$ cat config.mk
export PLATFORM = sky130hd
export DESIGN_NAME = lcd_resultado_escrita
export DESIGN_NICKNAME = d
export VERILOG_FILES = /design/src/rtl/lcd_resultado_escrita.sv
export SDC_FILE = /design/constraint.sdc
export NUM_CORES = 1
export LEC_CHECK = 0
export CAP_MARGIN = 30
export CORE_UTILIZATION = 30
export DETAILED_ROUTE_END_ITERATION = 10
export GPL_ROUTABILITY_DRIVEN = 0
export GPL_TIMING_DRIVEN = 0
export SLEW_MARGIN = 0
export SYNTH_ARGS = -nofsm -noshare
export SYNTH_HDL_FRONTEND = slang
export SYNTH_SLANG_ARGS = --single-unit
$ cat constraint.sdc
create_clock -name clk -period 3.7 [get_ports clk]
set_clock_uncertainty 0.2 [all_clocks]
set_input_delay 0.74 -clock clk [delete_from_list [all_inputs] [get_ports clk]]
set_output_delay 0.74 -clock clk [all_outputs]
set_load 0.02 [all_outputs]
$ cat src/rtl/lcd_resultado_escrita.sv
// lcd_resultado_escrita: takes a signed calculator result (sign + 16-bit magnitude),
// converts the magnitude to BCD, and writes a signed decimal string to an HD44780 LCD.
// It runs the LCD power-up initialisation itself after reset.
// Ports:
//   clk, rst_n         - clock; synchronous active-low reset
//   saida, sinal_saida - result magnitude and sign (1 = negative)
//   valido             - input valid; accepted when pronto=1
//   pronto             - idle and ready to accept a value
//   EN, RS, RW, data   - 8-bit parallel LCD bus (RW is always 0, write only)
module lcd_resultado_escrita #(
  parameter int unsigned POWER_WAIT = 750000,
  parameter int unsigned EN_PULSE   = 25,
  parameter int unsigned WAIT_CMD   = 2500,
  parameter int unsigned WAIT_CLEAR = 100000
) (
  input  logic        clk,
  input  logic        rst_n,
  input  logic [15:0] saida,
  input  logic        sinal_saida,
  input  logic        valido,
  output logic        pronto,
  output logic        EN,
  output logic        RS,
  output logic        RW,
  output logic [7:0]  data
);

  localparam int unsigned CONV_STEPS = 16;
  localparam int unsigned MAX_A   = (POWER_WAIT > EN_PULSE) ? POWER_WAIT : EN_PULSE;
  localparam int unsigned MAX_B   = (WAIT_CMD > WAIT_CLEAR) ? WAIT_CMD : WAIT_CLEAR;
  localparam int unsigned MAX_C   = (MAX_A > MAX_B) ? MAX_A : MAX_B;
  localparam int unsigned MAX_CNT = (MAX_C > CONV_STEPS) ? MAX_C : CONV_STEPS;
  localparam int unsigned CNT_W   = $clog2(MAX_CNT + 1);

  typedef enum logic [2:0] {
    S_POWER,
    S_SETUP,
    S_PULSE,
    S_HOLD,
    S_IDLE,
    S_CONV
  } state_t;

  state_t             state, state_nxt;
  logic [CNT_W-1:0]   cnt, cnt_nxt;
  logic [2:0]         idx, idx_nxt;
  logic               in_init, in_init_nxt;
  logic [15:0]        mag, mag_nxt;
  logic               neg, neg_nxt;
  logic [15:0]        shf, shf_nxt;
  logic [19:0]        bcd, bcd_nxt;
  logic               pronto_nxt, en_nxt, rs_nxt;
  logic [7:0]         data_nxt;
  logic               load;
  logic [19:0]        adj;
  logic [CNT_W-1:0]   hold_last;

  // Write only: RW never leaves 0.
  assign RW = 1'b0;

  // {RS, data} for byte i of the init sequence or of the result string.
  function automatic logic [8:0] byte_of(input logic init, input logic [2:0] i,
                                         input logic ng, input logic [15:0] m,
                                         input logic [19:0] b);
    int unsigned pos;
    logic [19:0] upper;
    byte_of = 9'h000;
    pos     = 0;
    if (init) begin
      case (i)
        3'd0:    byte_of = 9'h038;
        3'd1:    byte_of = 9'h00C;
        3'd2:    byte_of = 9'h001;
        default: byte_of = 9'h006;
      endcase
    end else begin
      case (i)
        3'd0:    byte_of = 9'h080;
        3'd1:    byte_of = {1'b1, (ng && (m != 16'd0)) ? 8'h2D : 8'h20};
        3'd2:    pos = 4;
        3'd3:    pos = 3;
        3'd4:    pos = 2;
        3'd5:    pos = 1;
        default: pos = 0;
      endcase
      if (i >= 3'd2) begin
        // upper holds this digit and every more significant one; all zero means leading zero
        upper = b >> (4 * pos);
        if ((upper == 20'd0) && (pos != 0))
          byte_of = 9'h120;
        else
          byte_of = {1'b1, 4'h3, upper[3:0]};
      end
    end
  endfunction

  // Double-dabble correction: every BCD nibble >= 5 gets +3 before the shift.
  always_comb begin
    adj = bcd;
    for (int k = 0; k < 5; k++) begin
      if (bcd[4*k +: 4] >= 4'd5)
        adj[4*k +: 4] = bcd[4*k +: 4] + 4'd3;
    end
  end

  // The clear command needs the long settle time.
  assign hold_last = ((data == 8'h01) && !RS) ? CNT_W'(WAIT_CLEAR - 1) : CNT_W'(WAIT_CMD - 1);

  // Next-state and next-output logic.
  always_comb begin
    state_nxt   = state;
    cnt_nxt     = cnt;
    idx_nxt     = idx;
    in_init_nxt = in_init;
    mag_nxt     = mag;
    neg_nxt     = neg;
    shf_nxt     = shf;
    bcd_nxt     = bcd;
    pronto_nxt  = pronto;
    en_nxt      = EN;
    rs_nxt      = RS;
    data_nxt    = data;
    load        = 1'b0;

    case (state)
      S_POWER: begin
        if (cnt == CNT_W'(POWER_WAIT - 1)) begin
          state_nxt   = S_SETUP;
          cnt_nxt     = '0;
          idx_nxt     = 3'd0;
          in_init_nxt = 1'b1;
          load        = 1'b1;
        end else begin
          cnt_nxt = cnt + CNT_W'(1);
        end
      end
      S_SETUP: begin
        state_nxt = S_PULSE;
        en_nxt    = 1'b1;
        cnt_nxt   = '0;
      end
      S_PULSE: begin
        if (cnt == CNT_W'(EN_PULSE - 1)) begin
          state_nxt = S_HOLD;
          en_nxt    = 1'b0;
          cnt_nxt   = '0;
        end else begin
          cnt_nxt = cnt + CNT_W'(1);
        end
      end
      S_HOLD: begin
        if (cnt == hold_last) begin
          cnt_nxt = '0;
          if (idx == (in_init ? 3'd3 : 3'd6)) begin
            state_nxt  = S_IDLE;
            pronto_nxt = 1'b1;
          end else begin
            state_nxt = S_SETUP;
            idx_nxt   = idx + 3'd1;
            load      = 1'b1;
          end
        end else begin
          cnt_nxt = cnt + CNT_W'(1);
        end
      end
      S_IDLE: begin
        if (valido) begin
          state_nxt  = S_CONV;
          pronto_nxt = 1'b0;
          mag_nxt    = saida;
          neg_nxt    = sinal_saida;
          shf_nxt    = saida;
          bcd_nxt    = '0;
          cnt_nxt    = '0;
        end
      end
      S_CONV: begin
        bcd_nxt = {adj[18:0], shf[15]};
        shf_nxt = {shf[14:0], 1'b0};
        if (cnt == CNT_W'(CONV_STEPS - 1)) begin
          state_nxt   = S_SETUP;
          cnt_nxt     = '0;
          idx_nxt     = 3'd0;
          in_init_nxt = 1'b0;
          load        = 1'b1;
        end else begin
          cnt_nxt = cnt + CNT_W'(1);
        end
      end
      default: begin
        state_nxt = S_POWER;
        cnt_nxt   = '0;
      end
    endcase

    // RS/data change only when a byte enters SETUP and then stay put through HOLD.
    if (load)
      {rs_nxt, data_nxt} = byte_of(in_init_nxt, idx_nxt, neg, mag, bcd);
  end

  // State and output registers.
  always_ff @(posedge clk) begin
    if (!rst_n) begin
      state   <= S_POWER;
      cnt     <= '0;
      idx     <= '0;
      in_init <= 1'b1;
      mag     <= '0;
      neg     <= 1'b0;
      shf     <= '0;
      bcd     <= '0;
      pronto  <= 1'b0;
      EN      <= 1'b0;
      RS      <= 1'b0;
      data    <= 8'h00;
    end else begin
      state   <= state_nxt;
      cnt     <= cnt_nxt;
      idx     <= idx_nxt;
      in_init <= in_init_nxt;
      mag     <= mag_nxt;
      neg     <= neg_nxt;
      shf     <= shf_nxt;
      bcd     <= bcd_nxt;
      pronto  <= pronto_nxt;
      EN      <= en_nxt;
      RS      <= rs_nxt;
      data    <= data_nxt;
    end
  end

endmodule

==> summary.txt, run 1 <==
Logic synthesis
  – Cells after Synth: 656
  – YS warnings: 0
  – Largest cells by area after synthesis: dfxtp_1 (36%), nand2_1 (7.2%), a21oi_1 (6.4%)
  – Syn avg cell area: 7.69 um2
  – Primary FF master, synth: dfxtp_1
  – Cell variety after synth: 77
  – Share of Yosys cell area claimed by the top area cell type: 35.7%
  – Sequential area share after synthesis: 35.7%
  – Mapped Area: 5040 um2
  – Synthesis-stage register bit count: 90
  – Synth area leader: dfxtp_1
  – Post-synth EDFFs: 0
  – FFs w/ async S/R, synth: 0%

Global routing
  – Largest net degree at the start of global routing: 18
  – GRT Util Overall: 16.1%
  – Vias in the first global route: 4506
  – Initial antenna violation count: 0
  – Global-route wire length before repair: 22500 um
  – GRT overflow: 0

Floorplanning
  – I/O pins: 32
  – Die Ht: 132 um
  – Site Rows: 47
  – Core footprint: 16500 um2
  – Die Wd: 132 um
  – Die area: 17300 um2
  – Initial Util: 30.5%

Detailed routing
  – Vias: 4952
  – Routed len/inst: 14.3 um
  – Final wirelength: 13600 um
  – Via density: 5.22
  – First-pass detailed-route iteration total: 11
  – Antenna viol nets, final: 0
  – Initial DRC count: 346
  – Drc violations: 2

Clocking
  – TritonCTS clock tree: built
  – Clk_lat worst skew: 0.35 ns
  – H-tree depth: 3
  – Clock transition at path regs: 0.07 ns
  – CTS buffer count: 9
  – Max clock buf depth: 2
  – CTS sink cnt: 90
  – Hold buffer count at CTS: 0
  – Clock root cell: clkbuf_16

Critical path
  – WP data required: 3.75 ns
  – CP Launch Type: flop
  – Crit end category: flop
  – R2R Setup Slk: 0.03 ns
  – Crit path max fanout: 6
  – Worst Path Arrival: 3.72 ns
  – CP Class: flop to flop

Outcome
  – Failing checks: design-rule violations
  – Status: finished with violations

STA
  – Min cycle time layout: 3.67 ns
  – Fin crit share: 99.3%
  – Final Setup Violations: 0
  – Final hold vios: 0
  – Max Freq: 272 MHz
  – Final max-slew violation count: 0
  – RSZ-0062 raised after global routing: yes
  – Slew headroom: 32.5%
  – Slew at the pin closest to its max-slew limit: 1.00 ns

Job
  – Max-Cap Viols: 0

Pwr
  – Leakage Power: 2.14 nW
  – Pwr Density: 394 nW/um2
  – Final Power: 0.00247 W
  – Maximum VDD drop: 0.000210 V

Final layout
  – Layout cells sized above 1: 15.1%
  – Area Overhead vs Synth: 24.4%
  – Non-Filler Instances: 948
  – Diode count: 0
  – NumNets Final: 758

Worst hold path
  – Min-delay worst type: flop to flop

Placement
  – IO buf count: 29
  – Hpwl dp: 9410 um
  – Post-Place Cells: 906
critical path, stage by stage (launching register included):
cell	delay, ns
dfxtp_4	0.36
or4_4	0.57
nor4_4	0.16
mux2i_2	0.12
buf_4	0.15
buf_6	0.11
or2_4	0.23
a211oi_4	0.42
buf_4	0.20
mux2i_2	0.22
o32ai_2	0.11
a221oi_2	0.33
nand2_1	0.08
o31a_1	0.29
worst paths after layout:
kind,cells past startpoint,start,endpoint
setup / recovery,13,cnt[16]$_SDFFE_PN0P_,data[4]$_SDFFE_PN0P_
hold / removal,2,mag[11]$_SDFFE_PN0P_,mag[11]$_SDFFE_PN0P_
setup reg to reg,13,cnt[16]$_SDFFE_PN0P_,data[4]$_SDFFE_PN0P_
hold reg to reg,2,mag[11]$_SDFFE_PN0P_,mag[11]$_SDFFE_PN0P_
cells by family after synthesis:
kind of cell,after synthesis,synth area share (%)
AO/OA/AOI/OAI,176,22.0
XOR/XNOR,6,1.04
adder cells (fa/ha/maj),15,3.72
buffers and inverters,64,6.20
flip-flops,90,35.7
multiplexers,6,1.19
other,1,0.0744
AND/OR/NAND/NOR,298,30.0
power by group:
part / internal [W] / switching [W]
combinational: 0.000225 / 0.000323
sequential: 0.000993 / 0.0000297
clock: 0.000466 / 0.000433
total: 0.00168 / 0.000785
metal layers:
| metal | track usage [%] | vias to the layer above | routed length [um] |
|---|---|---|---|
| met4 | 7.11 | 0 | 256 |
| met2 | 24.3 | 107 | 5930 |
| li1 | - | 2470 | - |
| met1 | 22.3 | 2352 | 6920 |
| met3 | 2.55 | 23 | 486 |
| met5 | 0 | - | 0 |
layout make-up:
cell class                 instances  area, um2
clock buffer                       9        225
inverter                          23       93.8
timing repair buffer              61        554
fill                            1718      10300
buffer                            35        185
sequential                        90       1820
multi-input combinational        503       3060
clock inverter                     7       57.6
tap                              220        275
metrics by stage:
step	hold slack [ns]	worst slack (ns)	utilization, %	area, um2	setup TNS (ns)
floorplan	0.236	0.00203	-	5080	0
global placement	0.245	-0.322	34.2	5650	-1.18
detailed placement	0.247	-0.342	34.2	5650	-1.17
CTS	0.256	0.00519	36.8	6090	0
global route	0.278	-0.0726	38.0	6270	-0.0834
finish	0.257	0.0254	38.0	6270	0
registers in the layout, indices dropped and copies added (netlist names):
| signal | cells |
|---|---|
| cnt | 20 |
| pronto | 1 |
| idx | 3 |
| neg | 1 |
| in_init | 1 |
| EN | 1 |
| RS | 1 |
| mag | 16 |
| data | 7 |
| bcd | 20 |
| shf | 16 |
| state | 3 |
Yosys cell counts, types with 7 or more instances:
cell and count:
and3_1 7, nor4_1 12, a22oi_1 14, a21oi_1 64, nor3_1 21, nor3b_1 9
buf_4 7, inv_1 20, dfxtp_1 90, or3_1 9, nand4_1 9, o21ai_0 41
nand3_1 16, nor2_1 62, ha_1 15, nand2_1 97, a31oi_1 19, clkbuf_1 28
nand2b_1 12
placed cells by master (no fill, tap or decap), types with 6 or more instances in the layout:
master | Yosys | final
nor3b_1 | 9 | 9
nor2_1 | 62 | 62
inv_1 | 20 | 20
o21ai_0 | 41 | 40
nor2b_1 | 6 | 6
a21oi_1 | 64 | 64
ha_1 | 15 | 14
xnor2_1 | 6 | 6
nand3_1 | 16 | 15
nand4_1 | 9 | 9
a31oi_1 | 19 | 19
a22oi_1 | 14 | 14
clkdlybuf4s50_1 | 0 | 29
nor4_1 | 12 | 11
nor3_1 | 21 | 20
dfxtp_1 | 90 | 83
nand2b_1 | 12 | 11
buf_4 | 7 | 32
and3_1 | 7 | 7
clkbuf_16 | 0 | 9
nand2_1 | 97 | 97
clkbuf_1 | 28 | 25
or3_1 | 9 | 8
repair_timing:
action,4_1_cts,5_1_grt
pin swaps,16,13
resized for setup,19,20
cloned,0,0
endpoints found under the setup margin,5,6
setup buffers,15,17
Note: power is estimated with default switching activity, not from simulation.
==> run 2: changes to the inputs <==
--- a/config.mk
+++ b/config.mk
@@ -6,6 +6,7 @@
 export NUM_CORES = 1
 export LEC_CHECK = 0
 export CAP_MARGIN = 30
+export CORE_ASPECT_RATIO = 0.8
 export CORE_UTILIZATION = 30
 export DETAILED_ROUTE_END_ITERATION = 10
 export GPL_ROUTABILITY_DRIVEN = 0
==> run 2 against run 1 <==
  * The flow now finishes without violations
  * Global-route usage increased by 0.24 points
  * Hold slack got worse by 0.00068 ns
  * Critical endpoint unchanged
  * Largest power group unchanged
  * Total power increased by 2.1%
  * Critical path depth increased by 2
  * Design area decreased by 1.6%
==> summary.txt, run 2 (synthesis results as in run 1) <==
Clocking
  – Clock transition at path regs: 0.07 ns (about the same)
  – Clock root cell: clkbuf_16
  – Max clock buf depth: 2 (unchanged)
  – CTS sink cnt: 90 (unchanged)
  – H-tree depth: 3 (unchanged)
  – CTS buffer count: 9 (unchanged)
  – Clk_lat worst skew: 0.35 ns (about the same)
  – TritonCTS clock tree: built

STA
  – Final Setup Violations: 0 (unchanged)
  – Slew at the pin closest to its max-slew limit: 1.11 ns (+0.108 ns)
  – Final max-slew violation count: 0 (unchanged)
  – RSZ-0062 raised after global routing: yes
  – Fin crit share: 98.9% (-0.40 points)
  – Min cycle time layout: 3.66 ns (-0.0148 ns)
  – Total negative slack: 0 ns (unchanged)
  – Final hold vios: 0 (unchanged)
  – Setup ws final: 0.0402 ns (+0.0148 ns)
  – Slew headroom: 25.2% (-7.3 points)
  – Max Freq: 273 MHz (+0.40%)
  – Worst Hold Slack: 0.256 ns (-0.000685 ns)

Floorplanning
  – Die Wd: 147 um (+12%)
  – Core footprint: 16500 um2 (-0.14%)
  – I/O pins: 32 (unchanged)
  – Initial Util: 30.6% (+0.044 points)
  – Die area: 17300 um2 (about the same)
  – Die Ht: 118 um (-10%)
  – Site Rows: 42 (-11%)

Pwr
  – Maximum VDD drop: 0.000252 V (+20%)
  – Pwr Density: 409 nW/um2 (+3.8%)
  – Leakage Power: 2.10 nW (-2.2%)

Final layout
  – Multi-input logic area: 3050 um2 (-0.45%)
  – NumNets Final: 746 (-1.6%)
  – Diode count: 0 (unchanged)
  – Fill cells: 1788 (+4.1%)
  – Most frequent cells in the layout: nand2_1 (97), dfxtp_1 (88), a21oi_1 (64), nor2_1 (60), o21ai_0 (40)
  – Regs by FF count: bcd (20), cnt (20)
  – Commonest non-fill, non-tap cell in the layout: nand2_1
  – Flip-flop and latch area: 1810 um2 (-0.62%)
  – Non-Filler Instances: 936 (-1.3%)
  – Layout cells sized above 1: 12.4% (-2.7 points)
  – Area Overhead vs Synth: 22.4%

Global routing
  – GRT Util Overall: 16.3% (+0.24 points)
  – Vias in the first global route: 4431 (-1.7%)
  – Initial antenna violation count: 0 (unchanged)
  – Global-route wire length before repair: 22800 um (+1.6%)
  – GRT overflow: 0 (unchanged)
  – Largest net degree at the start of global routing: 17 (-1)

Detailed routing
  – First-pass detailed-route iteration total: 5 (-6)
  – Final wirelength: 13600 um (+0.12%)
  – Antenna viol nets, final: 0 (unchanged)
  – Initial DRC count: 325 (-6.1%)
  – Routed len/inst: 14.5 um (+1.4%)
  – Via density: 5.15 (-1.4%)
  – Drc violations: 0 (-2)
  – Vias: 4819 (-2.7%)

Critical path
  – CP Class: flop to flop
  – Crit end category: flop
  – Worst Path Arrival: 3.70 ns (-0.02 ns)
  – CP Launch Type: flop
  – Crit path max fanout: 10 (+4)
  – WP data required: 3.74 ns (about the same)

Job
  – Max-Cap Viols: 0 (unchanged)

Placement
  – Hpwl dp: 9810 um (+4.2%)
  – Place WS: -0.299 ns (+0.0432 ns)
  – IO buf count: 29 (unchanged)
  – Post-Place Cells: 906 (unchanged)

Worst hold path
  – Min-delay worst type: flop to flop

Outcome
  – Status: finished clean
==> run 2: changes by cell type in the layout (fill, tap and decap cells not counted), sizes merged <==
cell,previous run,this run
inv,26,25
bufinv,0,1
clkbuf,37,39
buf,39,26
clkinv,2,1
==> run 2: power by group <==
part / internal (W) / switching (W) / leakage [nW]
clock: 0.000532 / 0.000423 / 0.140
combinational: 0.000216 / 0.000326 / 1.23
sequential: 0.000995 / 0.0000307 / 0.727
total: 0.00174 / 0.000780 / 2.10
==> run 2: final cells by class <==
type	instances	share of cell area [%]
timing repair buffer	45	6.85
clock inverter	6	1.16
clock buffer	10	3.71
inverter	23	1.52
buffer	39	3.63
tap	220	4.46
sequential	90	29.3
multi-input combinational	503	49.4
==> run 2: metal layers <==
layer  track usage, %  vias up  wire (um)
met3             3.33       11        640
met2             22.7      107       5380
met5                0        -          0
met1             25.2     2250       7490
met4             3.61        0         96
li1                 -     2451          -
==> run 2: repair_timing <==
item / 4_1_cts / 5_1_grt
hold buffers: 0 / 0
setup endpoints to repair: 5 / 12
gates resized for setup: 13 / 11
pin swaps: 14 / 6
setup buffers: 14 / 2
==> run 2: worst paths after layout <==
check                           cells past startpoint              endpoint           startpoint  slack (ns)
worst max-delay path                               15  data[4]$_SDFFE_PN0P_  cnt[8]$_SDFFE_PN0P_        0.04
worst min-delay path                                2   shf[0]$_SDFFE_PN0P_  shf[0]$_SDFFE_PN0P_        0.26
worst max register to register                     15  data[4]$_SDFFE_PN0P_  cnt[8]$_SDFFE_PN0P_        0.04
worst min register to register                      2   shf[0]$_SDFFE_PN0P_  shf[0]$_SDFFE_PN0P_        0.26
==> run 2: critical path: stages (launching register included) <==
cell and delay (ns):
dfxtp_1 0.30, buf_4 0.16, or4b_4 0.53, nor3_4 0.14
mux2i_2 0.10, nand4b_1 0.21, or3_4 0.42, nand2_4 0.09
inv_4 0.05, buf_6 0.12, ha_4 0.32, nand2_4 0.06
a2111o_1 0.38, o221ai_4 0.10, nand2_1 0.07, o31a_1 0.29
==> run 2: through the flow <==
step	area, um2	total power (W)	util [%]
after global routing	6170	0.00263	37.4
after CTS	6110	0.00253	37.1
final	6170	0.00252	37.4
after detailed placement	5650	0.00153	34.2
after global placement	5650	0.00153	34.2
after floorplan	5080	0.00139	-
==> run 3: changes to the inputs <==
--- a/config.mk
+++ b/config.mk
@@ -5,6 +5,7 @@
 export SDC_FILE = /design/constraint.sdc
 export NUM_CORES = 1
 export LEC_CHECK = 0
+export ABC_CLOCK_PERIOD_IN_PS = 3700
 export CAP_MARGIN = 30
 export CORE_ASPECT_RATIO = 0.8
 export CORE_UTILIZATION = 30
==> results of run 3 <==
The final DEF is identical to that of run 2; final timing and power are the same.
